[src/rtl/result_bus_arbiter_pkg.sv]
// Shared types for the result broadcast bus: condition/exception flags, widths
// and a helper for index widths that stays legal when UNITS is 1.
package result_bus_arbiter_pkg;

  typedef struct packed {
    logic [3:0] cr0;  // lt, gt, eq, so
    logic       so;
    logic       ov;
    logic       ca;
  } cond_exception_t;

  localparam int RS_ID_WIDTH_DEF = 5;
  localparam int GPR_ADDR_W      = 5;
  localparam int DATA_W          = 32;

  function automatic int idx_w(input int n);
    return (n > 1) ? $clog2(n) : 1;
  endfunction

endpackage

[src/rtl/result_bus_arbiter_rr.sv]
// Combinational round-robin arbiter: first requester at or after ptr, wrapping.
// Returns one-hot grant, its index and an any-request flag.
module rr_arbiter
  import result_bus_arbiter_pkg::*;
#(
  parameter int N     = 4,
  parameter int IDX_W = idx_w(N)
) (
  input  logic [N-1:0]     req,
  input  logic [IDX_W-1:0] ptr,
  output logic [N-1:0]     gnt,
  output logic [IDX_W-1:0] idx,
  output logic             any
);

  always_comb begin
    gnt = '0;
    idx = '0;
    any = 1'b0;
    for (int k = 0; k < N; k++) begin
      if (!any && req[(int'(ptr) + k) % N]) begin
        any = 1'b1;
        idx = IDX_W'((int'(ptr) + k) % N);
        gnt[(int'(ptr) + k) % N] = 1'b1;
      end
    end
  end

endmodule

[src/rtl/result_bus_arbiter.sv]
// Round-robin arbiter for the shared result broadcast bus with a one-deep
// registered output stage feeding RS operand update and GPR writeback.
module result_bus_arbiter
  import result_bus_arbiter_pkg::*;
#(
  parameter  int UNITS       = 4,
  parameter  int RS_ID_WIDTH = RS_ID_WIDTH_DEF,
  localparam int IDX_W       = idx_w(UNITS)
) (
  input  logic                                  clk,
  input  logic                                  rst,
  input  logic                                  flush,
  input  logic [UNITS-1:0]                      unit_valid,
  output logic [UNITS-1:0]                      unit_ready,
  input  logic [UNITS-1:0][RS_ID_WIDTH-1:0]     unit_rs_id,
  input  logic [UNITS-1:0][GPR_ADDR_W-1:0]      unit_reg_addr,
  input  logic [UNITS-1:0][DATA_W-1:0]          unit_result,
  input  cond_exception_t [UNITS-1:0]           unit_cr0_xer,
  output logic                                  cdb_valid,
  input  logic                                  cdb_ready,
  output logic [RS_ID_WIDTH-1:0]                cdb_rs_id,
  output logic [GPR_ADDR_W-1:0]                 cdb_reg_addr,
  output logic [DATA_W-1:0]                     cdb_result,
  output cond_exception_t                       cdb_cr0_xer,
  output logic [IDX_W-1:0]                      cdb_unit
);

  typedef struct packed {
    logic [RS_ID_WIDTH-1:0] rs_id;
    logic [GPR_ADDR_W-1:0]  reg_addr;
    logic [DATA_W-1:0]      result;
    cond_exception_t        cr0_xer;
  } cdb_t;

  cdb_t             stage_q, stage_d;
  logic             cdb_valid_q, cdb_valid_d;
  logic [IDX_W-1:0] unit_q, unit_d;
  logic [IDX_W-1:0] ptr_q, ptr_d;

  logic [UNITS-1:0] gnt;
  logic [IDX_W-1:0] gnt_idx;
  logic             req_any;
  logic             load;
  logic             grant_en;
  logic             xfer;

  rr_arbiter #(.N(UNITS), .IDX_W(IDX_W)) u_arb (
    .req (unit_valid),
    .ptr (ptr_q),
    .gnt (gnt),
    .idx (gnt_idx),
    .any (req_any)
  );

  always_comb begin
    load        = !cdb_valid_q || cdb_ready;
    // rst term keeps ready low while reset is held, since it is asynchronous
    grant_en    = load && !flush && rst;
    unit_ready  = grant_en ? gnt : '0;
    xfer        = grant_en && req_any;
    cdb_valid_d = cdb_valid_q;
    stage_d     = stage_q;
    unit_d      = unit_q;
    ptr_d       = ptr_q;
    if (flush)     cdb_valid_d = 1'b0;
    else if (load) cdb_valid_d = req_any;
    if (xfer) begin
      stage_d.rs_id    = unit_rs_id[gnt_idx];
      stage_d.reg_addr = unit_reg_addr[gnt_idx];
      stage_d.result   = unit_result[gnt_idx];
      stage_d.cr0_xer  = unit_cr0_xer[gnt_idx];
      unit_d           = gnt_idx;
      ptr_d            = IDX_W'((int'(gnt_idx) + 1) % UNITS);
    end
  end

  always_ff @(posedge clk or negedge rst) begin
    if (!rst) begin
      cdb_valid_q <= 1'b0;
      stage_q     <= '0;
      unit_q      <= '0;
      ptr_q       <= '0;
    end else begin
      cdb_valid_q <= cdb_valid_d;
      stage_q     <= stage_d;
      unit_q      <= unit_d;
      ptr_q       <= ptr_d;
    end
  end

  assign cdb_valid    = cdb_valid_q;
  assign cdb_rs_id    = stage_q.rs_id;
  assign cdb_reg_addr = stage_q.reg_addr;
  assign cdb_result   = stage_q.result;
  assign cdb_cr0_xer  = stage_q.cr0_xer;
  assign cdb_unit     = unit_q;

endmodule

[config.mk]
export PLATFORM = sky130hd
export DESIGN_NAME = result_bus_arbiter
export DESIGN_NICKNAME = d
export VERILOG_FILES = /design/src/rtl/result_bus_arbiter_pkg.sv /design/src/rtl/result_bus_arbiter_rr.sv /design/src/rtl/result_bus_arbiter.sv
export SDC_FILE = /design/constraint.sdc
export NUM_CORES = 1
export LEC_CHECK = 0
export CAP_MARGIN = 5
export CORE_MARGIN = 2
export CORE_UTILIZATION = 39
export DETAILED_ROUTE_END_ITERATION = 12
export PLACE_DENSITY = 0.88
export SLEW_MARGIN = 20
export SYNTH_ARGS = -nofsm -noshare
export SYNTH_HDL_FRONTEND = slang
export SYNTH_SLANG_ARGS = --single-unit
[constraint.sdc]
create_clock -name clk -period 5.08 [get_ports clk]
set_input_delay 1.27 -clock clk [delete_from_list [all_inputs] [get_ports clk]]
set_output_delay 1.27 -clock clk [all_outputs]
set_load 0.005 [all_outputs]
Word-level counts from Yosys, hierarchy flattened
Cells that the tools add are included.
- flip-flop bits (word level): 54
- logic and storage cells: 91
- input bits: 204
- reductions and logical operators: 20
- add/sub/neg operators: 4
- $lt $le $gt $ge: 9
- mux-type cells: 42
- bitwise logic cells: 6
- operators with widths (operator ; count):
    $bmux W32 S2 ; 1
    $mux W32 ; 1
    $bmux W5 S2 ; 2
    $mux W4 ; 5
    $mux W1 ; 17
    $bmux W7 S2 ; 1
    $lt A3 B4 Y1 const B ; 3
    $or A4 B4 Y4 ; 3
    $logic_and A1 B1 Y1 ; 10
    $mux W5 ; 2
    $ge A3 B1 Y1 const B ; 3
    $bmux W1 S2 ; 4
    $demux W1 S2 ; 4
    $mux W2 ; 4
    $mux W7 ; 1
    $lt A2 B3 Y1 const B ; 2
    $reduce_or A2 Y1 ; 3
    $logic_not A1 Y1 ; 5
    $add A2 B1 Y2 const B ; 2
    $add A2 B2 Y2 const B ; 2
    $and A1 B1 Y1 const A ; 3
    $ge A2 B1 Y1 const B ; 1
    $reduce_bool A2 Y1 ; 1
    $logic_or A1 B1 Y1 ; 1

Logic depth before layout (Yosys ltp)
Gate-level depths: netlist of run 1.
- word-level depth: 16
- depth in mapped cells: 12
- mapped depth without buffers: 8

By module
Synthesis of run 1 repeated with hierarchy kept, for this count alone.
- cells, all modules: 230
- area, all modules: 3667.3 um2
- by module, submodules not included (module ; area each (um2) ; times used ; cells an instance ; seq. area each (um2)):
    result_bus_arbiter ; 3248.1 ; 1 ; 185 ; 1351.3
    rr_arbiter ; 419.2 ; 1 ; 45 ; 0.0

Worst setup path after synthesis of run 1
No wires, ideal clock.
- path type: in2out
- start: in unit_valid[1]
- end: out unit_ready[0]
- slack: 1226 ps
- cell stages on the path: 6
- arrival: 2584 ps
- path buffers: 1
- path through: buf_6 -> or3_4 -> or4b_4 -> o311ai_2 -> a221oi_1 -> nor2_1
- cells in the longest elaborated chain, start to end: 13
- RTL lines (element ; line ; RTL):
    from (decl) ; result_bus_arbiter.sv:13 ; input logic [UNITS-1:0] unit_valid,
    $bmux W1 S2 ; result_bus_arbiter_rr.sv:21 ; if (!any && req[(int'(ptr) + k) % N]) begin
    $mux W1 (implied by the code) ; result_bus_arbiter_rr.sv:21 ;
    $mux W1 ; result_bus_arbiter_rr.sv:21 ;
    $logic_not A1 Y1 ; result_bus_arbiter_rr.sv:21 ;
    $logic_and A1 B1 Y1 ; result_bus_arbiter_rr.sv:21 ;
    $mux W1 ; result_bus_arbiter_rr.sv:21 ;
    $logic_not A1 Y1 ; result_bus_arbiter_rr.sv:21 ;
    $logic_and A1 B1 Y1 ; result_bus_arbiter_rr.sv:21 ;
    $mux W1 ; result_bus_arbiter_rr.sv:21 ;
    $logic_not A1 Y1 ; result_bus_arbiter_rr.sv:21 ;
    $logic_and A1 B1 Y1 ; result_bus_arbiter_rr.sv:21 ;
    $mux W4 * ; result_bus_arbiter_rr.sv:21 ;
    $mux W4 * ; result_bus_arbiter.sv:59 ; unit_ready = grant_en ? gnt : '0;
    to (decl) ; result_bus_arbiter.sv:14 ; output logic [UNITS-1:0] unit_ready,
Mark *: on every way between the ends. The rest lies on a longest branch, timed or not. The select of a mux whose other input is x is not followed.

Worst setup path in the final report of run 1
- start: in unit_valid[2]
- end: out unit_ready[1]
Same word-level chain as after synthesis.

==> key figures, run 1 <==
Outcome
  – Status: finished clean

Global routing
  – Antenna violations before repair: 0
  – Largest net degree at the start of global routing: 56
  – Total congestion overflow: 0
  – Vias in the first global route: 3,921
  – GRT Overall Usage: 23.64%
  – First-pass GRT wire length: 19,350 µm

Logic synthesis
  – Ys Warns: 0
  – Cells after Synth: 347
  – Syn_area_per_cell: 10.90 µm²
  – Post-synthesis sequential element count: 54
  – Post-synthesis sequential area ratio: 35.71%
  – Post-Syn Area: 3784 µm²
  – Syn_nets: 558
  – Synth unique cells: 41

Power and ir drop
  – Switching pwr: 1.262 mW
  – Clk pwr share: 10.7%
  – Pwr dens: 502.3 nW/µm²
  – Sw Share: 38.06%
  – Combinational share of power: 66.4%
  – Pwr Total: 3.317 mW
  – Flop pwr share: 22.9%
  – Leakage: 2.645 nW
  – Internal Power: 2.054 mW
  – VDD IR max: 0.0005919 V

STA
  – Clock skew: 0.01220 ns
  – Worst slew pin tran: 0.7506 ns
  – Final Slew Violations: 0
  – Relative slew slack: 49.50%
  – RSZ-0062 raised after global routing: no
  – Final Hold Viols: 0
  – Final worst-path cycle share: 96.11%
  – Final setup fails: 0
  – Setup TNS: 0 ns
  – Achievable Freq: 0.2048 GHz
  – Tmin final: 4.882 ns

Worst setup path
  – Worst path slowest cell: mux4_2
  – Critical path type: input pin to output port
  – CP max stage delay: 0.63 ns
  – Worst path required time: 3.81 ns
  – Type of origin of the critical path: input pin
  – CP Data Arrival Time: 3.61 ns
  – Crit path cell chain: clkdlybuf4s50_1, mux4_2, nor2b_4, a22oi_1, nor2_1, a221oi_1, nor2_1, clkdlybuf4s50_1
  – CP Capture Type: output port
  – Critical Path Fanout Max: 10

Detailed routing
  – Number of DRC markers in iteration 0: 103
  – # DRC: 0
  – Vias per cell: 5.349
  – Routed WL per cell: 18.54 µm
  – Antenna-violating nets left: 0
  – Total number of vias: 3,851
  – Initial DRT Pass Iterations: 4
  – Final wirelength: 13,350 µm

Floorplan
  – DIE WIDTH: 102.5 µm
  – Chip height: 102.5 µm
  – Die area: 10,510 µm²
  – Initial core utilization: 40.56%
  – Core area: 9328 µm²
  – Cell Rows: 35
  – I/O Pins: 260

Place
  – HPWL after DPL: 10,420 µm
  – Count of input and output buffers: 259
  – Dpl cell area: 6460 µm²
  – GP Congestion: 0.7950

Clock tree
  – Post-CTS setup buffers: 0
  – Hold buffers post-CTS: 0
  – Worst-skew pair later-pin latency: 0.30 ns
  – Clk buf depth: 2
  – TritonCTS clock tree: done
  – Post-CTS sizing: 0
  – Clock transition at path regs: 0.10 ns
  – CTS H-tree depth: 2
  – Number of CTS-inserted buffers: 5
  – Root Buffer: clkbuf_8
  – Clock sinks: 54

Job
  – Max Cap Viol: 0

Finish
  – Fin area: 6603 µm²
  – Net count, final: 801
  – Antenna diodes: 0
  – Area grow syn2layout: 74.50%
  – Share of layout cells above drive strength 1: 7.953%

Worst hold path
  – Hold WC Path Type: flop to flop
state kept, by name, indices dropped and copies added, names as in the netlist:
name          flops
cdb_result       32
ptr_q             2
cdb_valid         1
cdb_reg_addr      5
cdb_unit          2
cdb_cr0_xer       7
cdb_rs_id         5
per-layer routing:
| metal | part of all wire, % | wire, µm | GRT usage (%) |
|---|---|---|---|
| met5 | 0 | 0 | 0 |
| met4 | 2.5 | 331 | 6.359 |
| met3 | 8.2 | 1092 | 5.763 |
| met2 | 52 | 6970 | 43.99 |
| met1 | 37 | 4952 | 26.92 |
layout make-up:
| type | instances | area, µm² |
|---|---|---|
| fill | 725 | 2725 |
| tap | 129 | 161.4 |
| sequential | 54 | 1351 |
| clock buffer | 6 | 82.58 |
| inverter | 3 | 11.26 |
| multi-input combinational | 259 | 2251 |
| clock inverter | 2 | 60.06 |
| timing repair buffer | 267 | 2685 |
critical path: cells and delay by family:
family,cells,cell delay [ns]
and+or+nand+nor,3,0.47
muxes,1,0.63
buffers and inverters,2,1.08
AOI/OAI and AO/OA,2,0.15
logic make-up (layout without fill, tap and decap cells):
kind of cell | after synthesis | in the layout | share of synthesized area, %
muxes | 104 | 104 | 28.87
and+or+nand+nor | 76 | 76 | 9.028
AOI/OAI and AO/OA | 71 | 71 | 18.29
DFF | 54 | 54 | 35.71
buffers and inverters | 34 | 278 | 5.556
adders and majority gates | 7 | 7 | 2.315
xor gates and xnor gates | 1 | 1 | 0.2315
layout by cell type (no fill, tap or decap), types with 2 or more instances in the layout:
master           instances
clkdlybuf4s50_1        258
mux2i_1                 99
nor2_1                  59
dfrtp_1                 54
a221oi_1                38
a221oi_2                15
ha_1                     7
clkbuf_8                 6
buf_4                    5
mux4_2                   4
a22oi_1                  4
inv_1                    3
nand2_1                  3
buf_12                   3
a211oi_1                 2
nor2_4                   2
a21oi_1                  2
o21ai_0                  2
bufinv_16                2
cells in the mapped netlist, drive strengths merged:
| master | n | area share (%) |
|---|---|---|
| a211oi | 2 | 0.40 |
| a21o | 1 | 0.20 |
| a21oi | 2 | 0.26 |
| a221oi | 53 | 15 |
| a22oi | 4 | 0.79 |
| and2 | 2 | 0.40 |
| and3b | 1 | 0.23 |
| buf | 23 | 4.4 |
| clkbuf | 8 | 0.89 |
| dfrtp | 54 | 36 |
| ha | 7 | 2.3 |
| inv | 3 | 0.30 |
| mux2 | 1 | 0.30 |
| mux2i | 99 | 26 |
| mux4 | 4 | 2.4 |
| nand2 | 3 | 0.30 |
| nand2b | 1 | 0.17 |
| nand3b | 1 | 0.20 |
| nor2 | 61 | 6.1 |
| nor2b | 1 | 0.36 |
| nor3 | 1 | 0.13 |
| nor3b | 1 | 0.20 |
| nor4 | 1 | 0.17 |
| o211ai | 1 | 0.20 |
| o21a | 1 | 0.20 |
| o21ai | 4 | 0.63 |
| o311ai | 1 | 0.43 |
| o31a | 1 | 0.23 |
| o31ai | 1 | 0.20 |
| or2 | 1 | 0.17 |
| or3 | 1 | 0.30 |
| or4b | 1 | 0.36 |
| xnor2 | 1 | 0.23 |
metrics by stage:
step           std cells  hold slack, ns  utilization [%]  worst slack (ns)
2_1_floorplan        347          0.4740                -             1.226
3_3_place_gp         712          0.4627            69.26            0.3484
3_5_place_dp         712          0.4646            69.26            0.2462
6_report             720          0.4896            70.78            0.1978
5_1_grt              720          0.5083            70.78            0.1344
4_1_cts              720          0.4890            70.78            0.2385
worst paths after layout:
check	from	end	slack [ns]	cells past startpoint
setup / recovery	unit_valid[2]	unit_ready[1]	0.20	8
hold / removal	cdb_unit[1]$_DFFE_PN0P_	cdb_unit[1]$_DFFE_PN0P_	0.49	1
setup reg to reg	ptr_q[1]$_DFFE_PN0P_	cdb_result[21]$_DFFE_PN0P_	1.61	9
hold reg to reg	cdb_unit[1]$_DFFE_PN0P_	cdb_unit[1]$_DFFE_PN0P_	0.49	1
max in group asynchronous	rst	cdb_result[14]$_DFFE_PN0P_	3.46	2
min in group asynchronous	rst	cdb_result[11]$_DFFE_PN0P_	1.12	2
power groups by stage:
stage / logic, mW / clock network (mW) / registers, mW
finish: 2.20 / 0.356 / 0.759
floorplan: 1.37 / 0 / 0.776
detailed placement: 2.22 / 0 / 0.768
CTS: 2.23 / 0.365 / 0.760
global placement: 2.16 / 0 / 0.752
global route: 2.37 / 0.384 / 0.784
Note: power is estimated with default switching activity, not from simulation.
==> inputs of run 2 (changes only) <==
--- a/config.mk
+++ b/config.mk
@@ -9,6 +9,7 @@
 export CORE_MARGIN = 2
 export CORE_UTILIZATION = 39
 export DETAILED_ROUTE_END_ITERATION = 12
+export HOLD_SLACK_MARGIN = 0.06
 export PLACE_DENSITY = 0.88
 export SLEW_MARGIN = 20
 export SYNTH_ARGS = -nofsm -noshare
==> results of run 2 <==
Same layout as run 1: the final DEF is identical, and so are final timing and power.
==> inputs of run 3 (changes only) <==
--- a/config.mk
+++ b/config.mk
@@ -6,12 +6,13 @@
 export NUM_CORES = 1
 export LEC_CHECK = 0
 export CAP_MARGIN = 5
-export CORE_MARGIN = 2
+export CORE_MARGIN = 1
 export CORE_UTILIZATION = 39
 export DETAILED_ROUTE_END_ITERATION = 12
 export HOLD_SLACK_MARGIN = 0.06
-export PLACE_DENSITY = 0.88
+export PLACE_DENSITY = 0.95
 export SLEW_MARGIN = 20
 export SYNTH_ARGS = -nofsm -noshare
 export SYNTH_HDL_FRONTEND = slang
 export SYNTH_SLANG_ARGS = --single-unit
+export TNS_END_PERCENT = 1
==> key figures, run 3 (synthesis results as in run 1) <==
Power and ir drop
  – Leakage: 2.625 nW
  – Pwr dens: 490.8 nW/µm²
  – VDD IR max: 0.0002248 V

Finish
  – Share of layout cells above drive strength 1: 7.783%
  – Antenna diodes: 0
  – FF+latch area: 1351 µm²
  – Most common cell after layout, fill and taps aside: clkdlybuf4s50_1
  – Most frequent cells in the layout: clkdlybuf4s50_1 (258), mux2i_1 (99), nor2_1 (59), dfrtp_1 (54), a221oi_1 (38)
  – Layout fillers: 669
  – Net count, final: 801
  – Area occupied by multi-input gates: 2251 µm²
  – Final core area utilization: 70.40%
  – Layout Cells excl Fill: 720
  – Max reg flops: 32
  – Area grow syn2layout: 73.55%

Outcome
  – Status: finished clean

Place
  – Post-Place Setup Slack: 0.2811 ns
  – Count of input and output buffers: 259
  – HPWL after DPL: 10,750 µm
  – Placed instance count: 712
  – GP Congestion: 0.8344

Floorplan
  – DIE WIDTH: 100.5 µm
  – Core area: 9328 µm²
  – Initial core utilization: 40.56%
  – Die area: 10,100 µm²
  – Cell Rows: 35
  – I/O Pins: 260
  – Chip height: 100.5 µm

Global routing
  – Vias in the first global route: 4,019
  – Antenna violations before repair: 0
  – Largest net degree at the start of global routing: 55
  – Total congestion overflow: 0
  – First-pass GRT wire length: 20,380 µm
  – GRT Overall Usage: 25.92%

Worst setup path
  – Crit path cell chain: clkdlybuf4s50_1, mux4_2, nor2b_4, a22oi_1, nor2_1, a221oi_1, nor2_1, clkdlybuf4s50_1
  – Worst path slowest cell: mux4_2
  – CP Launch Point: unit_valid[2]
  – Critical Path Fanout Max: 10
  – CP Capture Type: output port
  – Worst path required time: 3.81 ns
  – CP max stage delay: 0.62 ns
  – Critical path type: input pin to output port
  – CP Data Arrival Time: 3.56 ns
  – Type of origin of the critical path: input pin
  – Worst reg2reg path startpoint: ptr_q[1]$_DFFE_PN0P_

Clock tree
  – Post-CTS sizing: 0
  – Hold buffers post-CTS: 0
  – Post-CTS setup buffers: 0
  – Number of CTS-inserted buffers: 5
  – TritonCTS clock tree: done
  – CTS H-tree depth: 2
  – Clk buf depth: 2
  – Root Buffer: clkbuf_8
  – Clock transition at path regs: 0.09 ns
  – Worst-skew pair later-pin latency: 0.30 ns
  – Clock sinks: 54

STA
  – RSZ-0062 raised after global routing: no
  – Final Slew Violations: 0
  – Worst slew pin tran: 0.7653 ns
  – Relative slew slack: 48.86%
  – Clock skew: 0.009501 ns
  – Setup WS post-layout: 0.2452 ns
  – Final worst-path cycle share: 95.17%
  – Setup TNS: 0 ns
  – Tmin final: 4.835 ns
  – Achievable Freq: 0.2068 GHz
  – Final Hold Viols: 0
  – Final setup fails: 0

Worst hold path
  – Hold WC Path Type: flop to flop
  – HP Start: cdb_unit[1]$_DFFE_PN0P_

Detailed routing
  – Antenna-violating nets left: 0
  – Total number of vias: 3,950
  – Final wirelength: 13,640 µm
  – # DRC: 0
  – Number of DRC markers in iteration 0: 91
  – Initial DRT Pass Iterations: 4
  – Vias per cell: 5.486
  – Routed WL per cell: 18.94 µm

Job
  – Max Cap Viol: 0
[run 3: final timing paths]
| kind | end | slack [ns] | depth (start not counted) |
|---|---|---|---|
| setup / recovery | unit_ready[0] | 0.25 | 8 |
| hold / removal | cdb_unit[1]$_DFFE_PN0P_ | 0.49 | 1 |
| setup reg to reg | cdb_result[1]$_DFFE_PN0P_ | 1.52 | 9 |
| hold reg to reg | cdb_unit[1]$_DFFE_PN0P_ | 0.49 | 1 |
| max in group asynchronous | ptr_q[0]$_DFFE_PN0P_ | 3.44 | 2 |
| min in group asynchronous | cdb_result[2]$_DFFE_PN0P_ | 1.15 | 2 |
[run 3: worst max-delay path: cells and delay by family]
kind                   cells  cell delay, ns
buffers and inverters      2            1.07
multiplexers               1            0.62
AND/OR/NAND/NOR            3            0.43
AO/OA/AOI/OAI              2            0.17
[run 3: layout make-up]
cell class,count,area share (%)
clock buffers,6,1.105
clock inverters,2,0.2096
inverters,3,0.1715
multi-input cells,259,34.28
flip-flops and latches,54,20.58
well taps,129,2.458
repair buffers,267,41.20
[run 3: where the power goes]
group,switching [mW],internal [mW]
sequential,0.129,0.634
combinational,1.01,1.21
clock,0.144,0.0979
[run 3: per-layer routing]
layer / global-route usage (%) / vias up / wire [µm]
li1: - / 1818 / -
met1: 28.83 / 1877 / 5069
met2: 46.89 / 211 / 6936
met3: 6.380 / 44 / 1068
met4: 11.26 / 0 / 565
met5: 0 / - / 0
[run 3: metrics by stage]
| step | hold slack, ns | power [mW] | cell area, µm² |
|---|---|---|---|
| 2_1_floorplan | 0.4740 | 2.145 | 3784 |
| 3_3_place_gp | 0.4635 | 2.901 | 6452 |
| 3_5_place_dp | 0.4694 | 2.997 | 6480 |
| 4_1_cts | 0.4920 | 3.245 | 6566 |
| 5_1_grt | 0.5107 | 3.424 | 6566 |
| 6_report | 0.4872 | 3.223 | 6566 |
